==> src/rtl/serial_subtractor.sv <==
// Bit-serial subtractor: a_in - b_in - borrow_in, LSB first, one bit per clock.
// Optional signed-overflow flag enabled by defining SERIAL_SUBTRACTOR_OVF_EN.
module serial_subtractor #(
    parameter int unsigned WIDTH = 8
) (
    input  logic             clk,
    input  logic             rst_n,
    input  logic             start_in,
    input  logic [WIDTH-1:0] a_in,
    input  logic [WIDTH-1:0] b_in,
    input  logic             borrow_in,
    output logic [WIDTH-1:0] diff_out,
    output logic             borrow_out,
    output logic             overflow_out,
    output logic             busy_out,
    output logic             done_out
);

    localparam int unsigned CW = (WIDTH > 1) ? $clog2(WIDTH) : 1;
    localparam logic [CW-1:0] LAST = CW'(WIDTH - 1);

    localparam logic [1:0] S_IDLE  = 2'd0;
    localparam logic [1:0] S_SHIFT = 2'd1;
    localparam logic [1:0] S_DONE  = 2'd2;

    logic [1:0]       state;
    logic [WIDTH-1:0] a_sr;
    logic [WIDTH-1:0] b_sr;
    logic [WIDTH-1:0] res_sr;
    logic [WIDTH-1:0] res_next;
    logic             borrow_q;
    logic [CW-1:0]    cnt;

    logic a0;
    logic b0;
    logic d;
    logic bw_next;
    logic last_bit;

    // Full-subtractor cell on the shift-register LSBs
    always_comb begin
        a0       = a_sr[0];
        b0       = b_sr[0];
        d        = a0 ^ b0 ^ borrow_q;
        bw_next  = (~a0 & b0) | (~(a0 ^ b0) & borrow_q);
        res_next = {d, res_sr[WIDTH-1:1]};
        last_bit = (state == S_SHIFT) && (cnt == LAST);
    end

    always_ff @(posedge clk or negedge rst_n) begin
        if (!rst_n) begin
            state      <= S_IDLE;
            a_sr       <= '0;
            b_sr       <= '0;
            res_sr     <= '0;
            borrow_q   <= 1'b0;
            cnt        <= '0;
            diff_out   <= '0;
            borrow_out <= 1'b0;
            busy_out   <= 1'b0;
            done_out   <= 1'b0;
        end else begin
            case (state)
                S_IDLE: begin
                    done_out <= 1'b0;
                    if (start_in) begin
                        a_sr     <= a_in;
                        b_sr     <= b_in;
                        borrow_q <= borrow_in;
                        cnt      <= '0;
                        busy_out <= 1'b1;
                        state    <= S_SHIFT;
                    end
                end
                S_SHIFT: begin
                    a_sr     <= a_sr >> 1;
                    b_sr     <= b_sr >> 1;
                    res_sr   <= res_next;
                    borrow_q <= bw_next;
                    if (last_bit) begin
                        // Results are taken from the final bit-cell output so they
                        // land on the same edge that enters DONE.
                        cnt        <= '0;
                        diff_out   <= res_next;
                        borrow_out <= bw_next;
                        busy_out   <= 1'b0;
                        done_out   <= 1'b1;
                        state      <= S_DONE;
                    end else begin
                        cnt <= cnt + 1'b1;
                    end
                end
                S_DONE: begin
                    done_out <= 1'b0;
                    state    <= S_IDLE;
                end
                default: begin
                    busy_out <= 1'b0;
                    done_out <= 1'b0;
                    state    <= S_IDLE;
                end
            endcase
        end
    end

`ifdef SERIAL_SUBTRACTOR_OVF_EN
    logic a_msb;
    logic b_msb;

    // Two's-complement overflow: operand signs differ and result sign differs from a
    always_ff @(posedge clk or negedge rst_n) begin
        if (!rst_n) begin
            a_msb        <= 1'b0;
            b_msb        <= 1'b0;
            overflow_out <= 1'b0;
        end else begin
            if ((state == S_IDLE) && start_in) begin
                a_msb <= a_in[WIDTH-1];
                b_msb <= b_in[WIDTH-1];
            end
            if (last_bit) begin
                overflow_out <= (a_msb != b_msb) && (d != a_msb);
            end
        end
    end
`else
    assign overflow_out = 1'b0;
`endif

endmodule

==> config.mk <==
export PLATFORM = sky130hd
export DESIGN_NAME = serial_subtractor
export DESIGN_NICKNAME = d
export VERILOG_FILES = /design/src/rtl/serial_subtractor.sv
export SDC_FILE = /design/constraint.sdc
export NUM_CORES = 1
export LEC_CHECK = 0
export ABC_CLOCK_PERIOD_IN_PS = 1600
export CORE_MARGIN = 5
export CORE_UTILIZATION = 47
export DETAILED_ROUTE_END_ITERATION = 8
export GPL_TIMING_DRIVEN = 0
export HOLD_SLACK_MARGIN = 0.1
export PLACE_DENSITY = 0.76
export SYNTH_ARGS = -nofsm -noshare
export SYNTH_HDL_FRONTEND = slang
export SYNTH_SLANG_ARGS = --single-unit
export TNS_END_PERCENT = 30
==> constraint.sdc <==
create_clock -name clk -period 1.6 [get_ports clk]
set_clock_uncertainty 0.1 [all_clocks]
set_input_delay 0.32 -clock clk [delete_from_list [all_inputs] [get_ports clk]]
set_output_delay 0.32 -clock clk [all_outputs]
set_load 0.005 [all_outputs]
==> results of run 1 <==
-- stage by stage --
step / utilization [%] / instance area, um2 / setup TNS, ns / setup WS, ns
final: 63.8 / 2390 / 0 / 0.0400
after global routing: 63.8 / 2390 / 0 / 0.00769
after detailed placement: 59.3 / 2220 / -1.01 / -0.128
after global placement: 59.4 / 2220 / -31.60 / -0.780
after CTS: 62.8 / 2350 / 0 / 0.0119
after floorplan: - / 1860 / 0 / 0.0523
-- synth_stat cells (2+ instances only) --
cell type,n
dfrtp_1,40
nand2_1,24
nor3_1,21
o22ai_1,14
nor2_1,13
o32ai_1,8
buf_6,7
mux2_4,7
o21ai_0,6
buf_4,4
inv_1,4
a22o_1,2
buf_2,2
ha_1,2
mux2_2,2
nand2b_4,2
-- power breakdown --
part	internal [mW]	total, mW	switching, mW
clock	0.463	0.795	0.332
sequential	1.48	1.81	0.328
combinational	0.975	1.79	0.815
total	2.92	4.40	1.47
-- what timing repair did --
action                     4_1_cts  5_1_grt
setup endpoints to repair        8       15
gates resized for setup          2       11
hold endpoints to repair        40        0
hold buffers                     1        0
buffers inserted                 1        0
-- worst max-delay path by stage --
stage	start	to	slack (ns)
finish	borrow_out	borrow_out	0.04
global route	diff_out[2]	diff_out[2]	0.008
CTS	cnt[0]	diff_out[5]	0.01
detailed placement	start_in	cnt[0]	-0.13
global placement	rst_n	res_sr[6]	-0.78
floorplan	cnt[0]	diff_out[0]	0.05
-- layer usage --
metal	track usage [%]	vias up	part of all wire, %
met5	0	-	0
met4	6.97	0	2.0
met3	3.31	8	5.5
met2	22.8	55	45
met1	21.8	709	47
li1	-	680	-
-- logic make-up after synthesis --
| kind of cell | after synthesis | synth area share [%] |
|---|---|---|
| flops | 40 | 53.7 |
| fa+ha+maj | 3 | 2.42 |
| simple gates | 66 | 17.4 |
| other cells | 1 | 0.201 |
| compound gates | 31 | 11.5 |
| mux | 10 | 7.39 |
| buf+inv | 18 | 7.39 |
-- worst min-delay path, cell delays in order, from the launching register on --
cell and delay [ns]:
dfrtp_1 0.35, nand2_1 0.05, nand2_1 0.05
-- registers in the layout (all words and copies together) (netlist names), 2 cells and up --
name,count
a_sr,8
b_sr,8
cnt,3
diff_out,8
res_sr,7
state,2
-- cell type report --
| class | count | area share [%] |
|---|---|---|
| inverters | 5 | 0.786 |
| clock inverters | 2 | 1.47 |
| plain buffers | 13 | 5.35 |
| clock buffers | 6 | 3.04 |
| multi-input cells | 111 | 31.0 |
| well taps | 48 | 2.52 |
| repair buffers | 32 | 13.9 |
| flip-flops and latches | 40 | 41.9 |
==> impl_metrics.env, run 1 <==
export IMPL_outcome="complete, no violations"
export IMPL_critPathMaxStageDelay_ns=0.50
export IMPL_crit_type="reg2out"
export IMPL_fillers=294
export IMPL_wl_per_cell_um=14.7
export IMPL_crit_chain="clkdlybuf4s50_1"
export IMPL_max_cap_viol_count=0
export IMPL_ys_types=27
export IMPL_r2r_start="cnt[0]"
export IMPL_setup_viol=0
export IMPL_cp_num_buf_inv=1
export IMPL_totalPowerFinal_mw=4.40
export IMPL_arrival_ns=1.14
export IMPL_initial_core_util_pct=49.8
export IMPL_ios=32
export IMPL_worst_slew_margin_rel_pct=42.4
export IMPL_drtPass1Iterations=4
export IMPL_fin_cells=257
export IMPL_rrSetupSlack_ns=0.08
export IMPL_crit_family="buffers and inverters"
export IMPL_layout_nets=231
export IMPL_row_count=22
export IMPL_path_depth=1
export IMPL_synthArstFlopShare_pct=100
export IMPL_r2r_end="diff_out[5]"
export IMPL_cts_tree="built"
export IMPL_layout_commonest_cell="dfrtp_1"
export IMPL_seq_area_mm2=0.00100
export IMPL_syn_avg_cell_area_um2=11.0
export IMPL_p_leak_nw=1.17
export IMPL_synth_edff_count=0
export IMPL_power_density_mw_per_mm2=1840
export IMPL_final_max_slew_violation_count=0
export IMPL_synth_top_area_cell="dfrtp_1"
export IMPL_vias=1452
export IMPL_syn_to_final_growth_pct=28.1
export IMPL_slowest_stage="clkdlybuf4s50_1"
export IMPL_clk_pin_slew_worst_paths_ns=0.07
export IMPL_synth_seq_area_share_pct=53.7
export IMPL_synthCells=169
export IMPL_worstPathRequired_ns=1.18
export IMPL_hold_violations=0
export IMPL_place_gp_congestion=0.829
export IMPL_synth_flop_cell="dfrtp_1"
export IMPL_worst_r2r_path_depth=5
export IMPL_worst_pin_slew_ns=0.864
export IMPL_clock_latency_ns=0.28
export IMPL_diodes=0
export IMPL_avgViaCountPerCell=5.65
export IMPL_fin_crit_sh_pct=97.5
export IMPL_ys_ff_latch=40
export IMPL_port_buffers=30
export IMPL_ant_nets=0
export IMPL_multiInputGateArea_um2=739
export IMPL_min_path_type="reg2reg"
export IMPL_clockRootBuffer="clkbuf_8"
export IMPL_rsz0062_at_grt="no"
export IMPL_crit_fanout=2
export IMPL_synth_nets=192
export IMPL_vdd_ir_drop_max_mv=0.849
export IMPL_grt_overflow=0
export IMPL_grt_pass1_vias=1415
export IMPL_grt_max_degree=41
export IMPL_synth_top_area_share_pct=53.7
export IMPL_timing_hold_ws_ns=0.381
export IMPL_cts_made_buffers=5
export IMPL_period_needed_ns=1.56
export IMPL_htree_levels=2
export IMPL_dieWidth_um=73.0
export IMPL_drc=0
export IMPL_cts_sinks=40
export IMPL_drive_gt1_share_pct=18.7
export IMPL_die_area_mm2=0.00532
export IMPL_grt_pass1_wl_um=6500
export IMPL_endpoint_kind="primary output"
export IMPL_antenna_found_initial=0
export IMPL_hp_start="res_sr[1]"
export IMPL_final_cell_mix="dfrtp_1 (40), nand2_1 (24), nor3_1 (21), clkdlybuf4s50_1 (21), o22ai_1 (14)"
export IMPL_core_area_mm2=0.00374
export IMPL_grtUsageTotal_pct=15.5
export IMPL_placed_cells=247
export IMPL_fp_dieH_um=73.0
export IMPL_holdPathEnd="res_sr[1]"
export IMPL_worstHoldPathCells=2
export IMPL_drt_total_wl_um=3770
export IMPL_drt_initial_drc_count=92
export IMPL_dp_hpwl_um=2620
export IMPL_ys_warn_count=0
export IMPL_max_freq_mhz=641
export IMPL_cts_path_max_buffers=2
export IMPL_synth_top_cells_by_area="dfrtp_1 (54%), mux2_4 (5.6%), nor3_1 (5.6%)"
export IMPL_critPathLaunchType="flop"
export IMPL_syn_area_mm2=0.00186
Note: power is estimated with default switching activity, not from simulation.
==> run 2, diff against run 1 <==
==> constraint.sdc (replaced) <==
create_clock -name clk -period 1.6 [get_ports clk]
set_clock_uncertainty 0.1 [all_clocks]
set_input_delay 0.32 -clock clk [delete_from_list [all_inputs] [get_ports clk]]
set_output_delay 0.32 -clock clk [all_outputs]
set_load 0.1 [all_outputs]
==> run 2 against run 1 <==
Against the previous run:
- flip-flop and latch count stayed put
- core utilization is 2.2 points lower
- sequential power hardly changed
- hold slack hardly changed
- via count is 1.6% lower
- count of clock-buffer cells in the layout stayed put
==> impl_metrics.env, run 2 (synthesis results as in run 1) <==
export IMPL_outcome="complete, no violations"
export IMPL_cts_sinks=40
export IMPL_place_gp_congestion=0.829
export IMPL_crit_family="flip-flops"
export IMPL_max_freq_mhz=657
export IMPL_final_cell_mix="dfrtp_1 (40), nand2_1 (24), nor3_1 (21), clkdlybuf4s50_1 (18)"
export IMPL_rrSetupSlack_ns=0.08
export IMPL_power_density_mw_per_mm2=2260
export IMPL_final_max_slew_violation_count=0
export IMPL_grt_pass1_vias=1408
export IMPL_reg_top3="a_sr x8, b_sr x8, diff_out x8"
export IMPL_worstHoldPathCells=2
export IMPL_layout_commonest_cell="dfrtp_1"
export IMPL_endpoint_kind="flop"
export IMPL_setup_viol=0
export IMPL_period_needed_ns=1.52
export IMPL_drt_initial_drc_count=84
export IMPL_p_leak_nw=1.07
export IMPL_drc=0
export IMPL_ant_nets=0
export IMPL_hp_start="res_sr[1]"
export IMPL_htree_levels=2
export IMPL_drive_gt1_share_pct=23.6
export IMPL_layout_nets=230
export IMPL_clock_latency_ns=0.28
export IMPL_vdd_ir_drop_max_mv=1.21
export IMPL_fin_cells=256
export IMPL_die_area_mm2=0.00532
export IMPL_grt_max_degree=41
export IMPL_worst_pin_slew_ns=0.854
export IMPL_arrival_ns=1.59
export IMPL_met1Wirelength_um=1770
export IMPL_clk_pin_slew_worst_paths_ns=0.08
export IMPL_critPathLaunchType="flop"
export IMPL_diodes=0
export IMPL_clockRootBuffer="clkbuf_8"
export IMPL_grtUsageTotal_pct=15.5
export IMPL_crit_chain="ha_2 -> ha_4 -> nand3b_4 -> buf_12 -> mux2_4"
export IMPL_cts_tree="built"
export IMPL_row_count=22
export IMPL_wl_met2_um=1710
export IMPL_grt_overflow=0
export IMPL_rsz0062_at_grt="no"
export IMPL_fp_dieH_um=73.0
export IMPL_holdPathEnd="res_sr[1]"
export IMPL_r2r_end="diff_out[5]"
export IMPL_final_cell_area_mm2=0.00230
export IMPL_vias=1429
export IMPL_critPathMaxStageDelay_ns=0.40
export IMPL_wl_per_cell_um=14.6
export IMPL_crit_type="reg2reg"
export IMPL_cts_made_buffers=5
export IMPL_drtPass1Iterations=4
export IMPL_multiInputGateArea_um2=739
export IMPL_setup_tns_ns=0
export IMPL_antenna_found_initial=0
export IMPL_dp_hpwl_um=2620
export IMPL_placed_cells=247
export IMPL_max_cap_viol_count=0
export IMPL_wl_met3_um=173
export IMPL_placed_area_mm2=0.00222
export IMPL_port_buffers=30
export IMPL_fin_crit_sh_pct=95.1
export IMPL_dieWidth_um=73.0
export IMPL_min_path_type="reg2reg"
export IMPL_fillers=308
export IMPL_crit_fanout=10
export IMPL_timing_hold_ws_ns=0.382
export IMPL_avgViaCountPerCell=5.58
export IMPL_slowest_stage="dfrtp_1"
export IMPL_cts_path_max_buffers=2
export IMPL_worst_slew_margin_rel_pct=43.1
export IMPL_core_area_mm2=0.00374
export IMPL_cp_num_buf_inv=1
export IMPL_seq_area_mm2=0.00100
export IMPL_syn_to_final_growth_pct=23.7
export IMPL_worst_r2r_path_depth=5
export IMPL_hold_violations=0
export IMPL_grt_pass1_wl_um=6500
export IMPL_r2r_start="cnt[0]"
export IMPL_utilization_pct=61.6
export IMPL_ios=32
export IMPL_dr_max_layer_used="met4"
export IMPL_initial_core_util_pct=49.8
export IMPL_worstPathRequired_ns=1.67
export IMPL_drt_total_wl_um=3740
[run 2: how the worst max path moves through the flow]
stage,slack (ns),endpoint,start,cells past startpoint
final,0.08,diff_out[5],cnt[0],5
after CTS,0.01,diff_out[5],cnt[0],5
after global routing,0.04,busy_out,rst_n,2
after detailed placement,-0.32,busy_out,busy_out,1
after floorplan,0.05,diff_out[0],cnt[0],5
after global placement,-0.78,res_sr[6],rst_n,1
[run 2: timing repair]
item | CTS | global route
endpoints found under the hold margin | 40 | 0
setup endpoints to repair | 18 | 7
gates resized for setup | 57 | 3
hold buffers | 1 | 0
setup buffers | 0 | 0
[run 2: cell type report]
class                           count  share of cell area [%]
Multi-Input combinational cell    111                    32.1
Buffer                             13                    5.54
Sequential cell                    40                    43.4
Tap cell                           48                    2.61
Clock buffer                        6                    3.15
Clock inverter                      2                    1.52
Timing Repair Buffer               31                    10.9
Inverter                            5                   0.814
[run 2: worst min-delay path, cell delays in order (launching register included)]
cell	delay, ns
dfrtp_1	0.35
nand2_1	0.05
nand2_1	0.05
[run 2: where the power goes]
part | internal [mW] | switching [mW] | leakage, nW
combinational | 0.870 | 1.74 | 0.531
sequential | 1.48 | 0.328 | 0.489
clock | 0.463 | 0.332 | 0.0552
[run 2: per-layer routing]
metal	GRT usage [%]	vias up
li1	-	677
met1	21.9	707
met2	22.6	37
met3	3.44	8
met4	6.97	0
met5	0	-
[run 2: through the flow]
step	power [mW]	setup WS, ns
after floorplan	3.87	0.0520
after global placement	4.42	-0.780
after detailed placement	4.52	-0.316
after CTS	5.22	0.0119
after global routing	5.54	0.0358
final	5.21	0.0781
==> run 3, diff against run 2 <==
==> constraint.sdc (replaced) <==
create_clock -name clk -period 1.6 [get_ports clk]
set_clock_uncertainty 0.1 [all_clocks]
set_input_delay 0.24 -clock clk [delete_from_list [all_inputs] [get_ports clk]]
set_output_delay 0.24 -clock clk [all_outputs]
set_load 0.1 [all_outputs]
==> run 3 against run 2 <==
Against the previous run:
- wire length increased by 0.35%
- register-to-register slack about the same
- first-iteration DRC count increased by 17%
- flip-flop and latch count unchanged
- die area unchanged
- sequential power about the same
- largest power group unchanged
- global-route usage about the same
- fmax decreased by 1.5%
- critical path type is now reg2out
- total power increased by 1.5%
- non-clock buffer count unchanged
==> impl_metrics.env, run 3 (synthesis results as in run 1) <==
export IMPL_r2r_end="diff_out[5]"
export IMPL_power_density_mw_per_mm2=2240
export IMPL_totalPowerFinal_mw=5.29
export IMPL_fillers=297
export IMPL_crit_chain="clkdlybuf4s18_2"
export IMPL_grt_pass1_wl_um=6510
export IMPL_drt_initial_drc_count=98
export IMPL_grtUsageTotal_pct=15.5
export IMPL_arrival_ns=1.21
export IMPL_avgViaCountPerCell=5.60
export IMPL_worst_pin_slew_ns=0.864
export IMPL_postCtsSetupBuffers=0
export IMPL_reg_top3="a_sr x8, b_sr x8, diff_out x8"
export IMPL_layout_commonest_cell="dfrtp_1"
export IMPL_worst_slew_margin_rel_pct=42.4
export IMPL_slowest_stage="clkdlybuf4s18_2"
export IMPL_antenna_found_initial=0
export IMPL_core_area_mm2=0.00374
export IMPL_hp_start="res_sr[1]"
export IMPL_critPathLaunchType="flop"
export IMPL_final_cell_mix="dfrtp_1 (40), nand2_1 (24), nor3_1 (21), clkdlybuf4s50_1 (18), o22ai_1 (14)"
export IMPL_worst_r2r_path_depth=5
export IMPL_ios=32
export IMPL_initial_core_util_pct=49.8
export IMPL_outcome="complete, no violations"
export IMPL_fin_crit_sh_pct=96.6
export IMPL_grt_max_degree=41
export IMPL_grt_overflow=0
export IMPL_fp_dieH_um=73.0
export IMPL_clk_pin_slew_worst_paths_ns=0.07
export IMPL_ant_nets=0
export IMPL_post_place_ws_ns=-0.236
export IMPL_holdPathEnd="res_sr[1]"
export IMPL_rsz0062_at_grt="no"
export IMPL_crit_path_start="busy_out"
export IMPL_r2r_start="cnt[0]"
export IMPL_row_count=22
export IMPL_wl_per_cell_um=14.6
export IMPL_max_freq_mhz=647
export IMPL_fin_cells=256
export IMPL_die_area_mm2=0.00532
export IMPL_cts_tree="built"
export IMPL_drt_total_wl_um=3750
export IMPL_drive_gt1_share_pct=23.6
export IMPL_setup_tns_ns=0
export IMPL_crit_fanout=3
export IMPL_syn_to_final_growth_pct=26.9
export IMPL_vias=1433
export IMPL_clockRootBuffer="clkbuf_8"
export IMPL_placed_area_mm2=0.00222
export IMPL_crit_type="reg2out"
export IMPL_setup_viol=0
export IMPL_place_gp_congestion=0.829
export IMPL_placed_cells=247
export IMPL_worstPathRequired_ns=1.26
export IMPL_cts_sinks=40
export IMPL_layout_nets=230
export IMPL_cts_path_max_buffers=2
export IMPL_final_cell_area_mm2=0.00236
export IMPL_min_path_type="reg2reg"
export IMPL_diodes=0
export IMPL_clock_latency_ns=0.28
export IMPL_rrSetupSlack_ns=0.08
export IMPL_endpoint_kind="primary output"
export IMPL_cts_made_buffers=5
export IMPL_final_max_slew_violation_count=0
export IMPL_drc=0
export IMPL_layout_setup_ws_ns=0.0546
export IMPL_worstHoldPathCells=2
export IMPL_dp_hpwl_um=2620
export IMPL_port_buffers=30
export IMPL_drtPass1Iterations=4
export IMPL_p_leak_nw=1.07
export IMPL_dieWidth_um=73.0
export IMPL_htree_levels=2
export IMPL_vdd_ir_drop_max_mv=1.22
export IMPL_cp_num_buf_inv=1
export IMPL_critPathMaxStageDelay_ns=0.55
export IMPL_hold_violations=0
export IMPL_grt_pass1_vias=1402
export IMPL_max_cap_viol_count=0
export IMPL_period_needed_ns=1.55
export IMPL_crit_family="buffers and inverters"
[run 3: changes by cell type in the layout (fill, tap and decap cells not counted)]
cell	before	now
clkdlybuf4s18_2	0	2
clkdlybuf4s15_2	0	8
clkbuf_2	0	1
buf_2	14	3
[run 3: metrics by stage]
| step | utilization, % | hold WS [ns] |
|---|---|---|
| after floorplan | - | -0.156 |
| after global placement | 59.4 | 0.359 |
| after detailed placement | 59.3 | 0.307 |
| after CTS | 62.9 | 0.382 |
| after global routing | 63.2 | 0.420 |
| final | 63.2 | 0.381 |
[run 3: power breakdown]
part	internal (mW)	switching [mW]
clock network	0.463	0.331
registers	1.48	0.334
logic	0.945	1.74
[run 3: area by class of cell]
cell class | count | area, um2 | area share [%]
timing repair buffer | 31 | 310 | 13.1
buffer | 13 | 128 | 5.40
sequential | 40 | 1000 | 42.3
clock buffer | 6 | 72.6 | 3.07
tap | 48 | 60.1 | 2.54
multi-input combinational | 111 | 739 | 31.3
inverter | 5 | 18.8 | 0.794
clock inverter | 2 | 35.0 | 1.48
[run 3: worst max path at each step]
stage	endpoint	slack [ns]	depth (start not counted)
finish	busy_out	0.05	1
global route	busy_out	0.003	1
CTS	diff_out[2]	-0.21	1
detailed placement	busy_out	-0.24	1
global placement	res_sr[6]	-0.70	1
floorplan	diff_out[0]	0.05	5
[run 3: per-layer routing]
| layer | up-vias | track usage (%) | share of wire (%) |
|---|---|---|---|
| met2 | 50 | 22.7 | 46 |
| li1 | 675 | - | - |
| met1 | 702 | 21.9 | 48 |
| met4 | 0 | 6.97 | 1.7 |
| met3 | 6 | 3.31 | 4.8 |
| met5 | - | 0 | 0 |
[run 3: timing repair]
| item | 4_1_cts | 5_1_grt |
|---|---|---|
| hold endpoints to repair | 40 | 0 |
| hold buffers | 1 | 0 |
| setup endpoints to repair | 18 | 10 |
| gates resized for setup | 34 | 6 |
